## src/rtl/emulib_dmamodel_inflight_ctrl_if.sv

```systemverilog
// Handshake bundle around the DMA in-flight gate: host-side and issue-queue-side
// AR/AW/W valid/ready pairs, plus the observed R and B handshakes.
interface emulib_dmamodel_inflight_ctrl_if #(
  parameter int LEN_WIDTH = 8
);
  logic                 s_arvalid;
  logic                 s_arready;
  logic                 s_awvalid;
  logic                 s_awready;
  logic [LEN_WIDTH-1:0] s_awlen;
  logic                 s_wvalid;
  logic                 s_wready;
  logic                 s_wlast;
  logic                 m_arvalid;
  logic                 m_arready;
  logic                 m_awvalid;
  logic                 m_awready;
  logic                 m_wvalid;
  logic                 m_wready;
  logic                 rvalid;
  logic                 rready;
  logic                 rlast;
  logic                 bvalid;
  logic                 bready;

  // Environment view: host and issue queues around the gate.
  modport master (
    output s_arvalid, s_awvalid, s_awlen, s_wvalid, s_wlast,
           m_arready, m_awready, m_wready,
           rvalid, rready, rlast, bvalid, bready,
    input  s_arready, s_awready, s_wready, m_arvalid, m_awvalid, m_wvalid
  );

  // Gate view.
  modport slave (
    input  s_arvalid, s_awvalid, s_awlen, s_wvalid, s_wlast,
           m_arready, m_awready, m_wready,
           rvalid, rready, rlast, bvalid, bready,
    output s_arready, s_awready, s_wready, m_arvalid, m_awvalid, m_wvalid
  );
endinterface

```

## src/rtl/emulib_dmamodel_inflight_ctrl.sv

```systemverilog
// DMA in-flight limiter: caps outstanding AR/AW bursts, holds W until AW is accepted,
// checks WLAST against AWLEN and reports drain. Optional no-progress timeout: DMA_INFLIGHT_TIMEOUT_EN.
module emulib_dmamodel_inflight_ctrl #(
  parameter int MAX_R_INFLIGHT = 4,
  parameter int MAX_W_INFLIGHT = 4,
  parameter int LEN_WIDTH      = 8,
  parameter int TIMEOUT_CYCLES = 1024
) (
  input  logic                                mdl_clk,
  input  logic                                mdl_rst,
  emulib_dmamodel_inflight_ctrl_if.slave      bus,
  input  logic                                drain_req,
  output logic                                drained,
  output logic [$clog2(MAX_R_INFLIGHT+1)-1:0] r_inflight,
  output logic [$clog2(MAX_W_INFLIGHT+1)-1:0] w_inflight,
  output logic                                err_wlast,
  output logic                                err_unexp,
  output logic                                err_timeout
);
  localparam int RC_W  = $clog2(MAX_R_INFLIGHT+1);
  localparam int WC_W  = $clog2(MAX_W_INFLIGHT+1);
  localparam int WB_W  = LEN_WIDTH + $clog2(MAX_W_INFLIGHT) + 1;
  localparam int PTR_W = (MAX_W_INFLIGHT > 1) ? $clog2(MAX_W_INFLIGHT) : 1;

  logic [RC_W-1:0]      r_rcnt;
  logic [WC_W-1:0]      r_wcnt;
  logic [WB_W-1:0]      r_wbeats;
  logic [LEN_WIDTH-1:0] r_len_q [MAX_W_INFLIGHT];
  logic [PTR_W-1:0]     r_wr_ptr;
  logic [PTR_W-1:0]     r_rd_ptr;
  logic [WC_W-1:0]      r_fcnt;
  logic [LEN_WIDTH-1:0] r_beat_idx;
  logic                 r_drained;
  logic                 r_err_wlast;
  logic                 r_err_unexp;

  logic w_allow_ar, w_allow_aw, w_allow_w;
  logic w_ar_hs, w_aw_hs, w_w_hs, w_rlast_hs, w_b_hs;
  logic w_fifo_nempty, w_last_beat, w_push, w_pop;

  function automatic logic [PTR_W-1:0] ptr_inc(input logic [PTR_W-1:0] p);
    return (p == PTR_W'(MAX_W_INFLIGHT-1)) ? '0 : p + PTR_W'(1);
  endfunction

  assign w_allow_ar = (r_rcnt < RC_W'(MAX_R_INFLIGHT)) && !drain_req;
  assign w_allow_aw = (r_wcnt < WC_W'(MAX_W_INFLIGHT)) && !drain_req;
  assign w_allow_w  = (r_wbeats != '0);

  assign bus.m_arvalid = bus.s_arvalid && w_allow_ar;
  assign bus.s_arready = bus.m_arready && w_allow_ar;
  assign bus.m_awvalid = bus.s_awvalid && w_allow_aw;
  assign bus.s_awready = bus.m_awready && w_allow_aw;
  assign bus.m_wvalid  = bus.s_wvalid  && w_allow_w;
  assign bus.s_wready  = bus.m_wready  && w_allow_w;

  assign w_ar_hs    = bus.s_arvalid && bus.s_arready;
  assign w_aw_hs    = bus.s_awvalid && bus.s_awready;
  assign w_w_hs     = bus.s_wvalid  && bus.s_wready;
  assign w_rlast_hs = bus.rvalid && bus.rready && bus.rlast;
  assign w_b_hs     = bus.bvalid && bus.bready;

  // Head of the AWLEN FIFO describes the burst the current W beats belong to.
  assign w_fifo_nempty = (r_fcnt != '0);
  assign w_last_beat   = (r_beat_idx == r_len_q[r_rd_ptr]);
  assign w_pop         = w_w_hs && w_fifo_nempty && w_last_beat;
  assign w_push        = w_aw_hs && ((r_fcnt != WC_W'(MAX_W_INFLIGHT)) || w_pop);

  always_ff @(posedge mdl_clk or posedge mdl_rst) begin
    if (mdl_rst) begin
      r_rcnt      <= '0;
      r_wcnt      <= '0;
      r_wbeats    <= '0;
      r_drained   <= 1'b0;
      r_err_unexp <= 1'b0;
    end else begin
      if (w_ar_hs && !w_rlast_hs) begin
        r_rcnt <= r_rcnt + RC_W'(1);
      end else if (!w_ar_hs && w_rlast_hs) begin
        if (r_rcnt == '0) r_err_unexp <= 1'b1;
        else              r_rcnt      <= r_rcnt - RC_W'(1);
      end

      if (w_aw_hs && !w_b_hs) begin
        r_wcnt <= r_wcnt + WC_W'(1);
      end else if (!w_aw_hs && w_b_hs) begin
        if (r_wcnt == '0) r_err_unexp <= 1'b1;
        else              r_wcnt      <= r_wcnt - WC_W'(1);
      end

      if (w_aw_hs && w_w_hs)  r_wbeats <= r_wbeats + WB_W'(bus.s_awlen);
      else if (w_aw_hs)       r_wbeats <= r_wbeats + WB_W'(bus.s_awlen) + WB_W'(1);
      else if (w_w_hs)        r_wbeats <= r_wbeats - WB_W'(1);

      r_drained <= drain_req && (r_rcnt == '0) && (r_wcnt == '0) && (r_wbeats == '0);
    end
  end

  always_ff @(posedge mdl_clk or posedge mdl_rst) begin
    if (mdl_rst) begin
      r_wr_ptr    <= '0;
      r_rd_ptr    <= '0;
      r_fcnt      <= '0;
      r_beat_idx  <= '0;
      r_err_wlast <= 1'b0;
    end else begin
      if (w_push) r_wr_ptr <= ptr_inc(r_wr_ptr);
      if (w_pop)  r_rd_ptr <= ptr_inc(r_rd_ptr);
      if (w_push && !w_pop)      r_fcnt <= r_fcnt + WC_W'(1);
      else if (w_pop && !w_push) r_fcnt <= r_fcnt - WC_W'(1);

      if (w_pop)                          r_beat_idx <= '0;
      else if (w_w_hs && w_fifo_nempty)   r_beat_idx <= r_beat_idx + LEN_WIDTH'(1);

      // Mismatched beats are still forwarded; only the flag records them.
      if (w_w_hs && w_fifo_nempty && (bus.s_wlast != w_last_beat)) r_err_wlast <= 1'b1;
    end
  end

  always_ff @(posedge mdl_clk) begin
    if (w_push) r_len_q[r_wr_ptr] <= bus.s_awlen;
  end

`ifdef DMA_INFLIGHT_TIMEOUT_EN
  localparam int TMO_W = $clog2(TIMEOUT_CYCLES);

  logic [TMO_W-1:0] r_tmo;
  logic             r_err_tmo;
  logic             w_busy;
  logic             w_progress;

  assign w_busy     = (r_rcnt != '0) || (r_wcnt != '0) || (r_wbeats != '0);
  assign w_progress = (bus.rvalid && bus.rready) || w_b_hs || w_w_hs;

  // Flag on the edge where the count reaches TIMEOUT_CYCLES-1.
  always_ff @(posedge mdl_clk or posedge mdl_rst) begin
    if (mdl_rst) begin
      r_tmo     <= '0;
      r_err_tmo <= 1'b0;
    end else if (!w_busy || w_progress) begin
      r_tmo <= '0;
    end else begin
      r_tmo <= r_tmo + TMO_W'(1);
      if (r_tmo == TMO_W'(TIMEOUT_CYCLES-2)) r_err_tmo <= 1'b1;
    end
  end

  assign err_timeout = r_err_tmo;
`else
  assign err_timeout = 1'b0;
`endif

  assign drained    = r_drained;
  assign r_inflight = r_rcnt;
  assign w_inflight = r_wcnt;
  assign err_wlast  = r_err_wlast;
  assign err_unexp  = r_err_unexp;
endmodule

```

## src/flat_wrapper.sv

```systemverilog
// flat-port wrapper written by rule: the top's interface ports become plain ports
module emulib_dmamodel_inflight_ctrl_flat 
#(
  parameter int MAX_R_INFLIGHT = 4,
  parameter int MAX_W_INFLIGHT = 4,
  parameter int LEN_WIDTH      = 8,
  parameter int TIMEOUT_CYCLES = 1024
)
  (mdl_clk, mdl_rst, drain_req, drained, r_inflight, w_inflight, err_wlast, err_unexp, err_timeout, bus_s_arvalid, bus_s_awvalid, bus_s_awlen, bus_s_wvalid, bus_s_wlast, bus_m_arready, bus_m_awready, bus_m_wready, bus_rvalid, bus_rready, bus_rlast, bus_bvalid, bus_bready, bus_s_arready, bus_s_awready, bus_s_wready, bus_m_arvalid, bus_m_awvalid, bus_m_wvalid);
  emulib_dmamodel_inflight_ctrl_if #(.LEN_WIDTH(LEN_WIDTH)) bus_i ();
  input  logic mdl_clk;
  input  logic mdl_rst;
  input  logic drain_req;
  output logic drained;
  output logic [$clog2(MAX_R_INFLIGHT+1)-1:0] r_inflight;
  output logic [$clog2(MAX_W_INFLIGHT+1)-1:0] w_inflight;
  output logic err_wlast;
  output logic err_unexp;
  output logic err_timeout;
  input wire logic [$bits(bus_i.s_arvalid)-1:0] bus_s_arvalid;
  input wire logic [$bits(bus_i.s_awvalid)-1:0] bus_s_awvalid;
  input wire logic [$bits(bus_i.s_awlen)-1:0] bus_s_awlen;
  input wire logic [$bits(bus_i.s_wvalid)-1:0] bus_s_wvalid;
  input wire logic [$bits(bus_i.s_wlast)-1:0] bus_s_wlast;
  input wire logic [$bits(bus_i.m_arready)-1:0] bus_m_arready;
  input wire logic [$bits(bus_i.m_awready)-1:0] bus_m_awready;
  input wire logic [$bits(bus_i.m_wready)-1:0] bus_m_wready;
  input wire logic [$bits(bus_i.rvalid)-1:0] bus_rvalid;
  input wire logic [$bits(bus_i.rready)-1:0] bus_rready;
  input wire logic [$bits(bus_i.rlast)-1:0] bus_rlast;
  input wire logic [$bits(bus_i.bvalid)-1:0] bus_bvalid;
  input wire logic [$bits(bus_i.bready)-1:0] bus_bready;
  output wire logic [$bits(bus_i.s_arready)-1:0] bus_s_arready;
  output wire logic [$bits(bus_i.s_awready)-1:0] bus_s_awready;
  output wire logic [$bits(bus_i.s_wready)-1:0] bus_s_wready;
  output wire logic [$bits(bus_i.m_arvalid)-1:0] bus_m_arvalid;
  output wire logic [$bits(bus_i.m_awvalid)-1:0] bus_m_awvalid;
  output wire logic [$bits(bus_i.m_wvalid)-1:0] bus_m_wvalid;
  assign bus_i.s_arvalid = bus_s_arvalid;
  assign bus_i.s_awvalid = bus_s_awvalid;
  assign bus_i.s_awlen = bus_s_awlen;
  assign bus_i.s_wvalid = bus_s_wvalid;
  assign bus_i.s_wlast = bus_s_wlast;
  assign bus_i.m_arready = bus_m_arready;
  assign bus_i.m_awready = bus_m_awready;
  assign bus_i.m_wready = bus_m_wready;
  assign bus_i.rvalid = bus_rvalid;
  assign bus_i.rready = bus_rready;
  assign bus_i.rlast = bus_rlast;
  assign bus_i.bvalid = bus_bvalid;
  assign bus_i.bready = bus_bready;
  assign bus_s_arready = bus_i.s_arready;
  assign bus_s_awready = bus_i.s_awready;
  assign bus_s_wready = bus_i.s_wready;
  assign bus_m_arvalid = bus_i.m_arvalid;
  assign bus_m_awvalid = bus_i.m_awvalid;
  assign bus_m_wvalid = bus_i.m_wvalid;
  emulib_dmamodel_inflight_ctrl #(.MAX_R_INFLIGHT(MAX_R_INFLIGHT), .MAX_W_INFLIGHT(MAX_W_INFLIGHT), .LEN_WIDTH(LEN_WIDTH), .TIMEOUT_CYCLES(TIMEOUT_CYCLES)) u_core (.mdl_clk(mdl_clk), .mdl_rst(mdl_rst), .bus(bus_i), .drain_req(drain_req), .drained(drained), .r_inflight(r_inflight), .w_inflight(w_inflight), .err_wlast(err_wlast), .err_unexp(err_unexp), .err_timeout(err_timeout));
endmodule
```

## config.mk

```make
export PLATFORM = sky130hd
export DESIGN_NAME = emulib_dmamodel_inflight_ctrl_flat
export DESIGN_NICKNAME = d
export VERILOG_FILES = /design/src/rtl/emulib_dmamodel_inflight_ctrl_if.sv /design/src/rtl/emulib_dmamodel_inflight_ctrl.sv /design/src/flat_wrapper.sv
export SDC_FILE = /design/constraint.sdc
export NUM_CORES = 1
export LEC_CHECK = 0
export BUFFER_PORTS_ARGS = -buffer_cell sky130_fd_sc_hd__buf_4
export CAP_MARGIN = 20
export CORE_ASPECT_RATIO = 0.9
export CORE_MARGIN = 2
export CORE_UTILIZATION = 45
export CTS_CLUSTER_SIZE = 14
export DETAILED_ROUTE_END_ITERATION = 8
export GPL_ROUTABILITY_DRIVEN = 0
export PLACE_DENSITY = 0.69
export SYNTH_ARGS = -nofsm -noshare
export SYNTH_HDL_FRONTEND = slang
export SYNTH_SLANG_ARGS = --single-unit
```

## constraint.sdc

```tcl
create_clock -name mdl_clk -period 5.02 [get_ports mdl_clk]
set_input_delay 0.251 -clock mdl_clk [delete_from_list [all_inputs] [get_ports mdl_clk]]
set_output_delay 0.251 -clock mdl_clk [all_outputs]
set_load 0.05 [all_outputs]
```

==> reports/metrics.yaml, run 1 <==
global_routing:
  grt_usage_pct: 17.9
  grt-ovfl-total: 0
  grt_pass1_wl_mm: 13.1
  grt_antenna_before_repair: 0
  grt_max_degree: 36
  first_global_vias: 2686
timing:
  min_period_ns: 3.59
  hold_violations: 0
  fmax_ghz: 0.279
  finalSetupTns_ns: 0
  finalSetupViolCount: 0
  clock_skew_ns: 0.00999
  worst_slew_pin_slew_ns: 0.636
  grt_setup_unrepaired: "false"
  fin_crit_sh_pct: 71.5
  maxSlewViolCount: 0
  relSlewSlack_pct: 57.1
worst_setup_path:
  timing.rr.end: "u_core.r_fcnt[2]$_DFFE_PP0P_"
  cp.arrival_ns: 3.86
  startpoint: "u_core.r_rd_ptr[0]$_DFFE_PP0N_"
  critPathKind: "reg2reg"
  cp_data_required_time_ns: 5.29
  critPathMaxFanout: 11
  rrSetupSlack_ns: 1.43
  r2r_cells: 11
  cp-start-kind: "flop"
  r2r_start: "u_core.r_rd_ptr[0]$_DFFE_PP0N_"
  cp-end-kind: "flop"
detailed_routing:
  vias_per_cell: 5.46
  post_drt_wl_per_cell_um: 15.1
  drt_iter0_drc: 128
  vias: 2896
  routed_wl_mm: 8.01
  drc_errors: 0
  ant_nets: 0
  drt_first_pass_iters: 4
cells_and_area:
  areaGrowthSynthToFinish_pct: 15.5
  filler_cell_count: 770
  final_common_cell: "buf_4"
  antenna_cells: 0
  most-common-layout-cells: "40 x buf_4, 35 x dfrtp_1, 32 x edfxtp_1"
  final_area_mm2: 0.00460
  drive_above_1_share_pct: 19.0
  final_nets: 455
placed_design:
  hpwlAfterDp_mm: 5.91
  postPlaceCellArea_mm2: 0.00439
  port-buffer-count: 37
logic_synthesis:
  yosysTopAreaCell: "edfxtp_1"
  synth_top_flop_cell: "dfrtp_1"
  synth_area_leaders: "edfxtp_1 24%, dfrtp_1 22%, ha_1 6.6%"
  synth_edf_count: 32
  synth_top_area_share_pct: 24.1
  ys_async_sr_fraction_pct: 52.2
  syn_nets: 413
  ys_ff_latch: 67
  yosysUniqueCellTypes: 58
  synthCells: 365
  yosys_warnings: 0
  avgSynthCellArea_um2: 10.9
  syn_area_mm2: 0.00398
  seq_area_frac_synth_pct: 46.1
cts:
  cts_buffer_depth: 2
  root_buffer: "clkbuf_8"
  numCtsBuffers: 9
  insertion_delay_ns: 0.34
  clkSinkCount: 67
  cts.htree.levels: 3
  cts_tree: "built"
  cts_setup_buffers: 0
  clk_pin_slew_worst_paths_ns: 0.08
  post_cts_resized: 0
  cts_hold_buf: 0
die:
  ioPinCount: 39
  rows: 32
  die_area_mm2: 0.00962
  core_mm2: 0.00857
  start_util_pct: 46.5
  fp.dieW_um: 103
  die_height_um: 93.3
pwr:
  vdd_drop_max_mv: 0.193
  power.density_mw_per_mm2: 516
  p_leak_nw: 1.82
job:
  cap_violations: 0
min_path:
  hold_class: "in2async"
status:
  outcome: "finished, final reports clean"
[worst max-delay path, stage by stage (launching register included)]
cell and delay, ns:
dfrtp_1 0.69, mux4_2 0.59, xnor2_1 0.17, nand4_1 0.16
or3_1 0.49, a31oi_4 0.32, ha_1 0.23, inv_1 0.06
fa_1 0.37, xor2_1 0.15, nor2_1 0.11, xor2_1 0.17
[cells by family after synthesis]
group           count (synthesis)  synth area share [%]
flops                          67                  46.1
simple gates                  134                  17.5
mux                            13                  5.87
compound gates                 70                  12.7
xor+xnor                       30                  6.60
buf+inv                        25                  2.61
fa+ha+maj                      25                  8.61
other cells                     1                0.0941
[state kept, by name, summed over array words and instances, names as in the netlist, 2 cells and up]
register,cells
u_core.r_beat_idx,8
u_core.r_wr_ptr,2
u_core.r_fcnt,3
u_core.r_rd_ptr,2
u_core.w_inflight,3
u_core.r_len_q,32
u_core.r_inflight,3
u_core.r_wbeats,11
[power by group]
group	leakage [nW]	internal [W]	switching, W
Sequential	0.693	0.000683	0.000166
Clock	0.106	0.000278	0.000209
Combinational	1.02	0.000424	0.000615
Total	1.82	0.00139	0.000990
[cells in the mapped netlist (all sizes together) (6+ instances only)]
cell    instances
a211oi          6
nand3          15
o21ai          18
xnor2          20
dfrtp          35
nor2           32
mux4            8
inv            16
nand2          29
a21oi          17
ha             21
or3             7
xor2           10
and2            8
edfxtp         32
nor3           14
a21o            7
[worst max-delay path by stage]
stage / depth (start not counted) / slack (ns) / to
finish: 11 / 1.43 / u_core.r_fcnt[2]$_DFFE_PP0P_
global route: 11 / 1.15 / u_core.r_fcnt[2]$_DFFE_PP0P_
CTS: 11 / 1.41 / u_core.r_fcnt[2]$_DFFE_PP0P_
detailed placement: 11 / 1.46 / u_core.r_fcnt[2]$_DFFE_PP0P_
global placement: 11 / 1.58 / u_core.r_fcnt[2]$_DFFE_PP0P_
floorplan: 10 / 1.70 / u_core.r_inflight[2]$_DFFE_PP0P_
[layout make-up]
class,count,area [um^2],share of cell area (%)
sequential,67,1840,39.9
multi-input combinational,273,2040,44.4
inverter,16,60.1,1.30
timing repair buffer,40,300,6.52
clock inverter,6,90.1,1.96
tap,119,149,3.23
clock buffer,9,124,2.69
[routing by layer]
metal	wire length, um	global-route usage (%)
met1	3930	25.7
met2	3600	26.8
met3	354	3.81
met4	125	6.03
met5	0	0
[stage by stage]
step           worst slack, ns  instances  hold WS, ns  utilization (%)  total power [W]
6_report                  1.43        530      0.00500             53.7          0.00238
3_5_place_dp              1.46        515        0.397             51.2          0.00189
2_1_floorplan             1.70        365        0.350                -          0.00164
5_1_grt                   1.15        530       0.0517             53.7          0.00255
4_1_cts                   1.41        530       0.0239             53.7          0.00238
3_3_place_gp              1.58        515        0.393             51.2          0.00186
(Power assumes the default switching activity.)
==> run 2: changes to the inputs <==
- ABC_AREA: default -> 1
- clock period: 5.02 -> 3.5 ns (I/O delays scaled with it)
==> run 2 against run 1 <==
Effect of this change:
- worst hold slack gained 0.037 ns
- combinational power is 82% higher
- flip-flop and latch count did not move
- critical path type unchanged
- count of clock-buffer cells in the layout is the same
- register-to-register slack worse by 1.0 ns
- clock skew rose by 0.0056 ns
- largest power group unchanged
- highest routed layer unchanged
- first-iteration DRC count increased by 73%
- utilization hardly changed
- synthesized cell count grew 45%
- wire length increased by 17%
==> reports/metrics.yaml, run 2 <==
status:
  outcome: "finished, final reports clean"  # unchanged
worst_setup_path:
  r2r_start: "u_core.r_wbeats[1]$_DFFE_PP0P_"  # was u_core.r_rd_ptr[0]$_DFFE_PP0N_
  cp-start-kind: "flop"  # unchanged
  critPathMaxFanout: 7  # was 11
  cp-end-kind: "flop"  # unchanged
  startpoint: "u_core.r_wbeats[1]$_DFFE_PP0P_"  # was u_core.r_rd_ptr[0]$_DFFE_PP0N_
  critPathKind: "reg2reg"  # unchanged
  cp_data_required_time_ns: 3.73  # was 5.29 ns
  cp.arrival_ns: 3.31  # was 3.86 ns
pwr:
  p_leak_nw: 2.33  # was 1.82 nW
  p_int_w: 0.00204  # was 0.00139 W
  vdd_drop_max_mv: 0.437  # was 0.193 mV
  power.density_mw_per_mm2: 776  # was 516 mW/mm^2
  p_switching_w: 0.00176  # was 0.000990 W
  combPwrFrac_pct: 49.7  # was 43.7%
  netSwitchingFraction_pct: 46.3  # was 41.7%
  p_clk_share_pct: 17.1  # was 20.5%
  p_seq_share_pct: 33.3  # was 35.8%
cts:
  cts_buffer_depth: 2  # unchanged
  insertion_delay_ns: 0.35  # was 0.34 ns
  cts_tree: "built"  # unchanged
  clkSinkCount: 67  # unchanged
  cts_hold_buf: 1  # was 0
  numCtsBuffers: 9  # unchanged
  cts_setup_buffers: 0  # unchanged
  cts.htree.levels: 3  # unchanged
  clk_pin_slew_worst_paths_ns: 0.08  # about the same
  post_cts_resized: 0  # unchanged
  root_buffer: "clkbuf_8"  # unchanged
cells_and_area:
  antenna_cells: 0  # unchanged
  areaGrowthSynthToFinish_pct: 15.4  # was 15.5%
  largest_reg_flops: 32  # unchanged
  most-common-layout-cells: "153 x nand2_1, 67 x inv_1, 56 x nand3_1"  # was 40 x buf_4, 35 x dfrtp_1, 32 x edfxtp_1
  final_nets: 626  # was 455
  drive_above_1_share_pct: 13.0  # was 19.0%
  stdcell_count: 705  # was 530
  final_common_cell: "nand2_1"  # was buf_4
  top_register: "u_core.r_len_q"  # unchanged
  reg_top3: "u_core.r_len_q (32), u_core.r_wbeats (11), u_core.r_beat_idx (8)"  # unchanged
logic_synthesis:
  ys_ff_latch: 67  # unchanged
  yosysTopAreaCell: "edfxtp_1"  # unchanged
  yosysUniqueCellTypes: 37  # was 58
  syn_area_mm2: 0.00424  # was 0.00398 mm^2
  avgSynthCellArea_um2: 7.99  # was 10.9 um^2
  seq_area_frac_synth_pct: 43.3  # was 46.1%
  synth_edf_count: 32  # unchanged
  syn_nets: 579  # was 413
  synth_area_leaders: "edfxtp_1 23%, dfrtp_1 21%, nand2_1 14%"  # was edfxtp_1 24%, dfrtp_1 22%, ha_1 6.6%
  ys_async_sr_fraction_pct: 52.2  # unchanged
  yosys_warnings: 0  # unchanged
  synth_commonest_cells: "153 x nand2_1, 67 x inv_1, 56 x nand3_1"  # was 35 x dfrtp_1, 32 x edfxtp_1, 31 x nor2_1
  synthCells: 531  # was 365
  post-synth-top-count-cell: "nand2_1"  # was dfrtp_1
  synth_top_flop_cell: "dfrtp_1"  # unchanged
  synth_top_area_share_pct: 22.6  # was 24.1%
timing:
  finalSetupTns_ns: 0  # unchanged
  fin_ws_ns: 0.415  # was 1.43 ns
  maxSlewViolCount: 0  # unchanged
  fmax_ghz: 0.324  # was 0.279 GHz
  relSlewSlack_pct: 57.5  # was 57.1%
  finalSetupViolCount: 0  # unchanged
  fin_crit_sh_pct: 88.1  # was 71.5%
  min_period_ns: 3.09  # was 3.59 ns
  hold_violations: 0  # unchanged
  worst_slew_pin_slew_ns: 0.637  # was 0.636 ns
  grt_setup_unrepaired: "false"  # unchanged
  clock_skew_ns: 0.0156  # was 0.00999 ns
job:
  cap_violations: 0  # unchanged
min_path:
  hold_class: "in2reg"  # was in2async
  hold_path.startpoint: "bus_s_awlen[4]"
die:
  rows: 33  # was 32
  fp.dieW_um: 106  # was 103 um
  start_util_pct: 46.5  # about the same
  ioPinCount: 39  # unchanged
  core_mm2: 0.00913  # was 0.00857 mm^2
  die_height_um: 96.1  # was 93.3 um
  die_area_mm2: 0.0102  # was 0.00962 mm^2
detailed_routing:
  drc_errors: 0  # unchanged
  vias_per_cell: 5.15  # was 5.46
  vias: 3628  # was 2896
  drt_first_pass_iters: 5  # was 4
  post_drt_wl_per_cell_um: 13.3  # was 15.1 um
  drt_iter0_drc: 221  # was 128
  routed_wl_mm: 9.40  # was 8.01 mm
  ant_nets: 0  # unchanged
placed_design:
  port-buffer-count: 37  # unchanged
  hpwlAfterDp_mm: 7.26  # was 5.91 mm
  pre_cts_slack_ns: 0.427  # was 1.46 ns
  dp_cells: 688  # was 515
global_routing:
  grt_pass1_wl_mm: 16.2  # was 13.1 mm
  grt-ovfl-total: 0  # unchanged
  first_global_vias: 3515  # was 2686
  grt_usage_pct: 20.2  # was 17.9%
  grt_max_degree: 19  # was 36
  grt_antenna_before_repair: 0  # unchanged
## run 2: cell types whose count changed in the layout (fill, tap and decap cells not counted), moves of 8 or more
cell     delta
inv_1      +52
nand2_1   +124
and2_1      -8
o21ai_0     +8
xnor2_1     -9
mux4_2      -8
nand3_1    +42
## run 2: power groups by stage
stage	Combinational [W]	Clock, W	Sequential, W
final	0.00189	0.000650	0.00127
after floorplan	0.00137	0	0.00134
after CTS	0.00189	0.000668	0.00127
after global placement	0.00182	0	0.00128
after detailed placement	0.00188	0	0.00128
after global routing	0.00217	0.000706	0.00130
## run 2: through the flow
step / utilization, % / hold WS, ns / total power, W / cell area [um^2]
floorplan: - / 0.274 / 0.00271 / 4250
global placement: 51.1 / 0.406 / 0.00310 / 4660
detailed placement: 51.4 / 0.300 / 0.00316 / 4690
CTS: 53.7 / 0.0354 / 0.00382 / 4900
global route: 53.7 / 0.0288 / 0.00418 / 4900
finish: 53.7 / 0.0418 / 0.00380 / 4900
## run 2: metal layers
layer / vias up / wire, um / global-route usage, %
met5: - / 0 / 0
met4: 0 / 125 / 6.14
met3: 16 / 435 / 5.08
met2: 78 / 4610 / 35.3
met1: 1700 / 4230 / 25.0
li1: 1834 / - / -
## run 2: cell families after synthesis
family          share of synthesized area [%]
mux                                     0.265
simple gates                             28.5
fa+ha+maj                                8.08
xor+xnor                                 3.71
compound gates                           8.14
buf+inv                                  7.96
other cells                            0.0884
flops                                    43.3
## run 2: layout make-up
cell class | instances | area [um^2]
fill | 848 | 4230
tap | 122 | 153
multi-input combinational | 384 | 2070
inverter | 69 | 262
clock buffer | 9 | 124
sequential | 67 | 1840
clock inverter | 7 | 75.1
timing repair buffer | 47 | 375
## run 2: final timing paths
kind | slack (ns) | depth (start not counted) | end
min in group asynchronous | 0.47 | 3 | u_core.r_inflight[2]$_DFFE_PP0P_
hold reg to reg | 0.48 | 1 | u_core.err_unexp$_DFF_PP0_
hold / removal | 0.04 | 1 | u_core.r_len_q[0][4]$_DFFE_PP_
max in group asynchronous | 2.46 | 4 | u_core.r_wbeats[1]$_DFFE_PP0P_
setup reg to reg | 0.41 | 17 | u_core.r_fcnt[2]$_DFFE_PP0P_
setup / recovery | 0.41 | 17 | u_core.r_fcnt[2]$_DFFE_PP0P_
## run 2: worst max-delay path, cell delays in order (launching register included)
cell	delay (ns)
dfrtp_1	0.45
inv_1	0.09
ha_1	0.25
nand3_2	0.12
nor2_1	0.06
nand2_1	0.13
nand3_2	0.18
a21oi_2	0.22
nand3_2	0.19
nand3_2	0.15
nand2_4	0.08
inv_1	0.07
ha_1	0.13
inv_1	0.07
fa_1	0.39
a21oi_1	0.15
o21ai_0	0.11
xor2_1	0.15
==> run 3: changes to the inputs <==
- HOLD_SLACK_MARGIN: default -> 0.12
==> run 3 against run 2 <==
Effect of this change:
- final area grew 2.0%
- critical path depth unchanged
- clock power hardly changed
- cell count grew 1.4%
- clock skew about the same
- count of clock-buffer cells in the layout stayed put
- register-to-register slack barely moved
- largest power group unchanged
- maximum frequency down 0.23%
- largest cell class unchanged
==> reports/metrics.yaml, run 3 (synthesis results as in run 2) <==
die:
  fp.dieW_um: 106  # unchanged
  rows: 33  # unchanged
  ioPinCount: 39  # unchanged
  start_util_pct: 46.5  # unchanged
  die_height_um: 96.1  # unchanged
  die_area_mm2: 0.0102  # unchanged
  core_mm2: 0.00913  # unchanged
timing:
  hold_violations: 0  # unchanged
  clock_skew_ns: 0.0151  # was 0.0156 ns
  maxSlewViolCount: 0  # unchanged
  min_period_ns: 3.09  # about the same
  worst_slew_pin_slew_ns: 0.641  # was 0.637 ns
  relSlewSlack_pct: 57.2  # was 57.5%
  fmax_ghz: 0.323  # was 0.324 GHz
  holdWs_ns: 0.265  # was 0.0418 ns
  grt_setup_unrepaired: "false"  # unchanged
  finalSetupViolCount: 0  # unchanged
  finalSetupTns_ns: 0  # unchanged
  fin_crit_sh_pct: 88.3  # was 88.1%
cts:
  cts_setup_buffers: 0  # unchanged
  cts_tree: "built"  # unchanged
  cts.htree.levels: 3  # unchanged
  cts_buffer_depth: 2  # unchanged
  insertion_delay_ns: 0.35  # about the same
  clk_pin_slew_worst_paths_ns: 0.08  # about the same
  numCtsBuffers: 9  # unchanged
  post_cts_resized: 0  # unchanged
  clkSinkCount: 67  # unchanged
  root_buffer: "clkbuf_8"  # unchanged
  cts_hold_buf: 11  # was 1
detailed_routing:
  routed_wl_mm: 9.52  # was 9.40 mm
  post_drt_wl_per_cell_um: 13.3  # about the same
  drt_first_pass_iters: 5  # unchanged
  drc_errors: 0  # unchanged
  ant_nets: 0  # unchanged
  vias_per_cell: 5.12  # was 5.15
  vias: 3662  # was 3628
  drt_iter0_drc: 216  # was 221
worst_setup_path:
  critPathKind: "reg2reg"  # unchanged
  cp_common_cell: "nand3_2"  # unchanged
  critPathMaxFanout: 7  # unchanged
  timing.rr.end: "u_core.r_fcnt[2]$_DFFE_PP0P_"  # unchanged
  crit_path_cell_trace: "inv_1, ha_1, nand3_2, nor2_1, nand2_1, nand3_2, a21oi_2, nand3_2, nand3_2, nand2_4, inv_1, ha_1, inv_1, fa_1, a21oi_1, o21ai_0, xor2_1"  # unchanged
  startpoint: "u_core.r_wbeats[1]$_DFFE_PP0P_"  # unchanged
  cp-start-kind: "flop"  # unchanged
  cp_data_required_time_ns: 3.73  # about the same
  r2r_cells: 17  # unchanged
  cp-end-kind: "flop"  # unchanged
  critPathMaxStageDelay_ns: 0.45  # about the same
  rrSetupSlack_ns: 0.41  # about the same
  r2r_start: "u_core.r_wbeats[1]$_DFFE_PP0P_"  # unchanged
  slowest_stage: "dfrtp_1"  # unchanged
  cp.arrival_ns: 3.32  # was 3.31 ns
min_path:
  whs_endpoint: "u_core.r_wbeats[0]$_DFFE_PP0P_"  # was u_core.r_len_q[0][4]$_DFFE_PP_
  hold_class: "in2reg"  # unchanged
  hold_path_depth: 4  # was 1
  hold_path.startpoint: "bus_m_wready"  # was bus_s_awlen[4]
pwr:
  p_leak_nw: 2.37  # was 2.33 nW
  total_power_w: 0.00382  # was 0.00380 W
  vdd_drop_max_mv: 0.423  # was 0.437 mV
  power.density_mw_per_mm2: 763  # was 776 mW/mm^2
global_routing:
  grt_usage_pct: 20.5  # was 20.2%
  grt_pass1_wl_mm: 16.4  # was 16.2 mm
  grt_antenna_before_repair: 0  # unchanged
  grt_max_degree: 19  # unchanged
  first_global_vias: 3552  # was 3515
  grt-ovfl-total: 0  # unchanged
status:
  outcome: "finished, final reports clean"  # unchanged
cells_and_area:
  fin_util_pct: 54.8  # was 53.7%
  most-common-layout-cells: "153 x nand2_1, 67 x inv_1, 56 x nand3_1"  # unchanged
  drive_above_1_share_pct: 12.8  # was 13.0%
  reg_top3: "u_core.r_len_q (32), u_core.r_wbeats (11), u_core.r_beat_idx (8)"  # unchanged
  largest_reg_flops: 32  # unchanged
  top_register: "u_core.r_len_q"  # unchanged
  antenna_cells: 0  # unchanged
  final_common_cell: "nand2_1"  # unchanged
  final_area_mm2: 0.00500  # was 0.00490 mm^2
  final_nets: 636  # was 626
  areaGrowthSynthToFinish_pct: 17.8  # was 15.4%
placed_design:
  hpwlAfterDp_mm: 7.26  # unchanged
  port-buffer-count: 37  # unchanged
  postPlaceCellArea_mm2: 0.00469  # unchanged
job:
  cap_violations: 0  # unchanged
[run 3: how the worst max path moves through the flow]
stage | slack [ns] | endpoint | cells past startpoint
floorplan | 0.27 | u_core.r_inflight[2]$_DFFE_PP0P_ | 9
global placement | 0.46 | u_core.r_fcnt[2]$_DFFE_PP0P_ | 17
detailed placement | 0.43 | u_core.r_fcnt[2]$_DFFE_PP0P_ | 17
CTS | 0.42 | u_core.r_fcnt[2]$_DFFE_PP0P_ | 17
global route | 0.17 | u_core.r_fcnt[2]$_DFFE_PP0P_ | 17
finish | 0.41 | u_core.r_fcnt[2]$_DFFE_PP0P_ | 17
[run 3: per-stage QoR]
| stage | cells | setup slack [ns] |
|---|---|---|
| after floorplan | 531 | 0.274 |
| after global placement | 687 | 0.456 |
| after detailed placement | 688 | 0.427 |
| after CTS | 715 | 0.416 |
| after global routing | 715 | 0.173 |
| final | 715 | 0.408 |
[run 3: cell type report]
type / instances / area [um^2]
Sequential cell: 67 / 1840
Clock inverter: 7 / 75.1
Fill cell: 844 / 4130
Clock buffer: 9 / 124
Inverter: 69 / 262
Tap cell: 122 / 153
Timing Repair Buffer: 57 / 475
Multi-Input combinational cell: 384 / 2070
[run 3: power by group]
part	leakage, nW	internal, W	switching (W)
clock	0.104	0.000334	0.000316
sequential	0.701	0.00102	0.000246
combinational	1.57	0.000696	0.00120
[run 3: critical path: cells and delay by family (launching register included)]
kind	cells	cell delay, ns
and+or+nand+nor	7	0.91
DFF	1	0.45
xor gates and xnor gates	1	0.15
buffers and inverters	3	0.23
adders and majority gates	3	0.77
AOI/OAI and AO/OA	3	0.48
[run 3: metal layers]
layer	track usage, %	vias up	share of wire (%)	wire, um
met3	4.54	12	3.8	360
met2	35.7	72	49	4710
met1	25.6	1726	46	4340
li1	-	1852	-	-
met5	0	-	0	0
met4	6.14	0	1.2	119
